### src/rtl/jvm_xlat_pkg.sv
// Shared definitions for the JVM->ARM translator: fetch FSM states, byte-lane
// selectors and the opcode constants the consumer FSM keys on.
package jvm_xlat_pkg;

    typedef enum logic [1:0] {
        ST_IDLE    = 2'd0,
        ST_FETCH   = 2'd1,
        ST_CAPTURE = 2'd2,
        ST_DELIVER = 2'd3
    } fetch_state_t;

    localparam logic [1:0] BYTE_LANE_0 = 2'd0;
    localparam logic [1:0] BYTE_LANE_1 = 2'd1;
    localparam logic [1:0] BYTE_LANE_2 = 2'd2;
    localparam logic [1:0] BYTE_LANE_3 = 2'd3;

    localparam logic [7:0] JVM_OP_WIDE = 8'hC4;

    // Big-endian: lane 0 is the most significant byte of the word.
    function automatic logic [7:0] select_lane(input logic [31:0] word, input logic [1:0] lane);
        logic [7:0] result;
        case (lane)
            BYTE_LANE_0: result = word[31:24];
            BYTE_LANE_1: result = word[23:16];
            BYTE_LANE_2: result = word[15:8];
            default:     result = word[7:0];
        endcase
        return result;
    endfunction

endpackage

### src/rtl/fetch_word_buffer.sv
// One-word cache of the bytecode stream: stored word, its word address and a
// valid flag, with the hit compare and the big-endian lane mux.
module fetch_word_buffer
    import jvm_xlat_pkg::*;
#(
    parameter int WADDR_W = 8
) (
    input  logic               clk,
    input  logic               rst_n,
    input  logic               clear,
    input  logic               load,
    input  logic [31:0]        load_word,
    input  logic [WADDR_W-1:0] load_waddr,
    input  logic [WADDR_W-1:0] lookup_waddr,
    input  logic [1:0]         lane,
    output logic               hit,
    output logic [7:0]         lane_byte
);

    logic [31:0]        word;
    logic [WADDR_W-1:0] waddr;
    logic               valid;

    always_ff @(posedge clk or negedge rst_n) begin
        if (!rst_n) begin
            word  <= '0;
            waddr <= '0;
            valid <= 1'b0;
        end else if (clear) begin
            valid <= 1'b0;
        end else if (load) begin
            word  <= load_word;
            waddr <= load_waddr;
            valid <= 1'b1;
        end
    end

    assign hit       = valid && (waddr == lookup_waddr);
    assign lane_byte = select_lane(word, lane);

endmodule

### src/rtl/bytecode_fetch_unit.sv
// Byte-at-a-time fetch front end for the translator FSM: walks the word-wide
// bytecode memory, serving up to four bytes per read from a one-word buffer.
module bytecode_fetch_unit
    import jvm_xlat_pkg::*;
#(
    parameter int SIZE          = 1024,
    parameter int ADDRESS_WIDTH = 10
) (
    input  logic                     clk,
    input  logic                     rst_n,
    input  logic                     start,
    input  logic                     pc_reset,
    input  logic [ADDRESS_WIDTH:0]   code_len,
    output logic                     ready,
    output logic [7:0]               next_byte,
    output logic                     eoc,
    output logic [ADDRESS_WIDTH-1:0] pc,
    output logic                     mem_rd,
    output logic [ADDRESS_WIDTH-3:0] mem_addr,
    input  logic [31:0]              mem_rdata
);

    localparam int WADDR_W = ADDRESS_WIDTH - 2;
    localparam logic [ADDRESS_WIDTH:0] SIZE_LEN = (ADDRESS_WIDTH + 1)'(SIZE);

    fetch_state_t       state;
    logic [WADDR_W-1:0] pc_waddr;
    logic               at_end;
    logic               buf_hit;
    logic [7:0]         buf_byte;
    logic               buf_load;

    assign pc_waddr = pc[ADDRESS_WIDTH-1:2];
    // Running past the physical memory is treated like end of code.
    assign at_end   = ({1'b0, pc} >= code_len) || ({1'b0, pc} >= SIZE_LEN);
    assign buf_load = (state == ST_CAPTURE) && !pc_reset;

    fetch_word_buffer #(.WADDR_W(WADDR_W)) u_buffer (
        .clk          (clk),
        .rst_n        (rst_n),
        .clear        (pc_reset),
        .load         (buf_load),
        .load_word    (mem_rdata),
        .load_waddr   (pc_waddr),
        .lookup_waddr (pc_waddr),
        .lane         (pc[1:0]),
        .hit          (buf_hit),
        .lane_byte    (buf_byte)
    );

    always_ff @(posedge clk or negedge rst_n) begin
        if (!rst_n) begin
            state     <= ST_IDLE;
            ready     <= 1'b0;
            next_byte <= 8'h00;
            eoc       <= 1'b0;
            pc        <= '0;
            mem_rd    <= 1'b0;
            mem_addr  <= '0;
        end else if (pc_reset) begin
            state  <= ST_IDLE;
            ready  <= 1'b0;
            eoc    <= 1'b0;
            pc     <= '0;
            mem_rd <= 1'b0;
        end else begin
            case (state)
                ST_IDLE: begin
                    if (start) begin
                        if (at_end) begin
                            ready     <= 1'b1;
                            eoc       <= 1'b1;
                            next_byte <= 8'h00;
                            state     <= ST_DELIVER;
                        end else if (buf_hit) begin
                            ready     <= 1'b1;
                            next_byte <= buf_byte;
                            state     <= ST_DELIVER;
                        end else begin
                            mem_rd   <= 1'b1;
                            mem_addr <= pc_waddr;
                            state    <= ST_FETCH;
                        end
                    end
                end
                ST_FETCH: begin
                    mem_rd <= 1'b0;
                    state  <= ST_CAPTURE;
                end
                ST_CAPTURE: begin
                    // Bypass the buffer so the freshly read word is delivered this pass.
                    ready     <= 1'b1;
                    next_byte <= select_lane(mem_rdata, pc[1:0]);
                    state     <= ST_DELIVER;
                end
                ST_DELIVER: begin
                    ready <= 1'b0;
                    eoc   <= 1'b0;
                    if (!eoc) begin
                        pc <= pc + ADDRESS_WIDTH'(1);
                    end
                    state <= ST_IDLE;
                end
                default: state <= ST_IDLE;
            endcase
        end
    end

endmodule

### config.mk
export PLATFORM = sky130hd
export DESIGN_NAME = bytecode_fetch_unit
export DESIGN_NICKNAME = d
export VERILOG_FILES = /design/src/rtl/jvm_xlat_pkg.sv /design/src/rtl/fetch_word_buffer.sv /design/src/rtl/bytecode_fetch_unit.sv
export SDC_FILE = /design/constraint.sdc
export NUM_CORES = 1
export LEC_CHECK = 0
export CELL_PAD_IN_SITES_DETAIL_PLACEMENT = 1
export CELL_PAD_IN_SITES_GLOBAL_PLACEMENT = 1
export CORE_MARGIN = 8
export CORE_UTILIZATION = 38
export CTS_CLUSTER_SIZE = 8
export DETAILED_ROUTE_END_ITERATION = 8
export HOLD_SLACK_MARGIN = 0.08
export PLACE_DENSITY = 0.81
export SLEW_MARGIN = 20
export SYNTH_ARGS = -nofsm -noshare
export SYNTH_HDL_FRONTEND = slang
export SYNTH_HIERARCHICAL = 1
export SYNTH_SLANG_ARGS = --single-unit
### constraint.sdc
create_clock -name clk -period 2.1 [get_ports clk]
set_clock_uncertainty 0.05 [all_clocks]
set_input_delay 0.42 -clock clk [delete_from_list [all_inputs] [get_ports clk]]
set_output_delay 0.42 -clock clk [all_outputs]
set_load 0.01 [all_outputs]
==> results_dict.tcl <==
set metrics [dict create \
    p_seq_frac 0.435 \
    synth_cell_types 44 \
    power_frac_comb 0.345 \
    netlist_instances 319 \
    ys.flop_type "dfrtp_1" \
    tightestPinTransition_ns 0.524 \
    final_hold_viol_count 0 \
    gp_congestion 0.867 \
    fmax_mhz 425 \
    io_pins 76 \
    htreeDepth 3 \
    violations "negative setup slack" \
    yosys.area.top_type "dfrtp_1" \
    worstPathArrival_ns 2.53 \
    cts_max_path_buffers 2 \
    required_ns 2.28 \
    grt-ovfl-total 0 \
    grt_max_degree 73 \
    status "finished with violations" \
    n_antenna_cell 0 \
    dieArea_sq_um 14100 \
    drt_iter0_drc 247 \
    fin_crit_ns 2.35 \
    hp-class "flip-flop to flip-flop" \
    syn_nets 385 \
    worst-path-buf-inv 4 \
    maxSlewViolCount 0 \
    period_share 1.12 \
    vias 3217 \
    ant_nets 0 \
    syn_to_final_growth_pct 42.3 \
    p_int_w 0.00316 \
    cpPeakStageDelay_ns 0.44 \
    setup_viol 18 \
    vias_per_cell 5.51 \
    drive_above_1_share 0.397 \
    numCtsBuffers 9 \
    drt_wl_total_microns 13600 \
    placed_area_sq_um 5260 \
    drc 0 \
    grt_pass1_vias 3678 \
    cts-root-buf "clkbuf_8" \
    critPathSlowestCell "dfrtp_2" \
    cp-end-kind "flip-flop" \
    crit_type "flip-flop to flip-flop" \
    worst-path-max-fanout 8 \
    reg2reg_slack_ns -0.25 \
    synth_top_cell_area_share 0.448 \
    insertion_delay_ns 0.35 \
    rows 37 \
    avgRoutedWirePerCell_microns 23.2 \
    slew-limit-headroom 0.649 \
    synth_area_per_cell_sq_um 12.6 \
    finalInstanceArea_sq_um 5720 \
    worst_slack_ns -0.251 \
    p_sw_w 0.00145 \
    synth_commonest_cells "dfrtp_1 (72), mux2_2 (38), nor2_1 (21)" \
    core_area_sq_um 10300 \
    critical-path-top-delay-family "buffers and inverters" \
    portBuffers 75 \
    crit_chain "buf_4 -> xnor2_1 -> nand4_1 -> nor3_2 -> buf_4 -> buf_4 -> o41a_1 -> buf_6 -> mux2_4" \
    async_reset_ff_frac 1.00 \
    synthTopCellsByArea "dfrtp_1 (45%), mux2_2 (11%), mux2_4 (7.1%), ha_1 (5.9%), mux4_2 (4.5%)" \
    synth-seq-cells 72 \
    powerDensity_nw_per_um2 806 \
    ys_seq_area_frac 0.448 \
    yosysMostFrequentCell "dfrtp_1" \
    ir_drop_mv 0.441 \
    firstDrtPassIters 7 \
    final_util 0.556 \
    clkPwrFrac 0.220 \
    grtUsageTotal 0.180 \
    ys_warn_count 6 \
    synth.cell_area_sq_um 4020 \
    die_w_microns 119 \
    die_h_microns 119 \
    start_kind "flip-flop" \
    dp_hpwl_microns 8860 \
    path_common_cell "buf_4" \
    start_util 0.391 \
    p_leak_nw 2.53 \
    synth_edf_count 0 \
    rsz0062_at_grt "true" \
    drv_cap 0 \
    path_clk_slew_ns 0.08 \
    grt_pass1_wl_microns 20100 \
    cts_sinks 72 \
    swShare 0.314 \
    antenna_found_initial 0 \
    cts_tree "built" \
    layout.nets 509 \
]
==> cell families (layout without fill, tap and decap cells) <==
group	after synthesis	in the layout	synth area share
flops	72	72	0.448
compound gates	46	46	0.0997
xor+xnor	16	16	0.0349
buf+inv	35	164	0.0486
simple gates	65	65	0.0844
mux	66	66	0.225
fa+ha+maj	19	19	0.0592
==> routing by layer <==
metal	GRT usage	vias up	wire (microns)
li1	-	1405	-
met1	0.209	1656	5210
met2	0.318	126	7240
met3	0.0307	30	646
met4	0.0822	0	456
met5	0	-	0
==> power groups by stage <==
stage,Combinational (W),Sequential (W),Clock [W]
2_1_floorplan,0.000919,0.00197,0
3_3_place_gp,0.00142,0.00199,0
3_5_place_dp,0.00150,0.00201,0
4_1_cts,0.00156,0.00199,0.00102
5_1_grt,0.00169,0.00204,0.00109
6_report,0.00159,0.00201,0.00101
==> worst register-to-register path, stage by stage, from the launching register on <==
cell and delay [ns]:
dfrtp_2 0.44, buf_4 0.15, xnor2_1 0.26, nand4_1 0.19, nor3_2 0.19, buf_4 0.15
buf_4 0.12, o41a_1 0.19, buf_6 0.18, mux2_4 0.32
==> final timing paths <==
| check | startpoint | end | depth (start not counted) |
|---|---|---|---|
| worst min-delay path | u_buffer/word[14]$_DFFE_PN0P_ | u_buffer/word[14]$_DFFE_PN0P_ | 1 |
| worst max-delay path | pc[8]$_DFFE_PN0P_ | next_byte[0]$_DFFE_PN0P_ | 9 |
| min in group asynchronous | rst_n | u_buffer/word[18]$_DFFE_PN0P_ | 3 |
| worst max register to register | pc[8]$_DFFE_PN0P_ | next_byte[0]$_DFFE_PN0P_ | 9 |
| max in group asynchronous | rst_n | pc[2]$_DFFE_PN0P_ | 3 |
| worst min register to register | u_buffer/word[14]$_DFFE_PN0P_ | u_buffer/word[14]$_DFFE_PN0P_ | 1 |
==> timing repair <==
action,4_1_cts,5_1_grt
gates resized for setup,30,22
buffers inserted,5,4
hold buffers,1,0
endpoints found under the hold margin,72,0
pin swaps,18,17
cloned,0,0
setup endpoints to repair,19,23
==> metrics by stage <==
stage	setup WS [ns]	hold WS (ns)	TNS (ns)	power, W	cells
after floorplan	-0.130	0.0744	-1.85	0.00289	319
after global placement	-0.690	0.427	-13.18	0.00341	560
after detailed placement	-0.782	0.436	-16.49	0.00352	560
after CTS	-0.170	0.466	-2.45	0.00458	581
after global routing	-0.343	0.477	-5.18	0.00482	584
final	-0.251	0.462	-3.33	0.00461	584
==> cells in the final DEF, fill, tap and decap left out, drive strengths merged, types with 2 or more instances in the layout <==
cell           synthesis  layout
dfrtp                 72      72
clkdlybuf4s50          0      63
mux2                  57      57
buf                    4      54
nor2                  22      22
inv                   19      20
ha                    19      19
nand2                 13      13
xnor2                 12      12
o21ai                 11      11
a22o                   9       9
clkbuf                12       9
nand3                  9       9
a222oi                 8       8
mux4                   8       8
dlygate4sd2            0       6
nor2b                  6       6
dlymetal6s2s           0       5
a21oi                  5       5
xor2                   4       4
clkinv                 0       4
and3                   3       3
a211oi                 3       3
nor3                   3       3
nand4                  2       2
a21o                   2       2
nor3b                  2       2
clkinvlp               0       2
==> state kept, by name (all words and copies together), names as in the netlist <==
register and cells:
mem_addr 8, u_buffer/word 32, mem_rd 1, pc 10, eoc 1, next_byte 8
u_buffer/waddr 8, ready 1, state 2, u_buffer/valid 1
==> final cells by class <==
| type | instances | area [sq um] |
|---|---|---|
| inverter | 19 | 71.3 |
| multi-input combinational | 212 | 2260 |
| sequential | 72 | 1810 |
| clock buffer | 9 | 124 |
| fill | 1057 | 4560 |
| timing repair buffer | 129 | 1230 |
| clock inverter | 7 | 47.5 |
| tap | 136 | 170 |
Power figures use the tool's default switching activity.
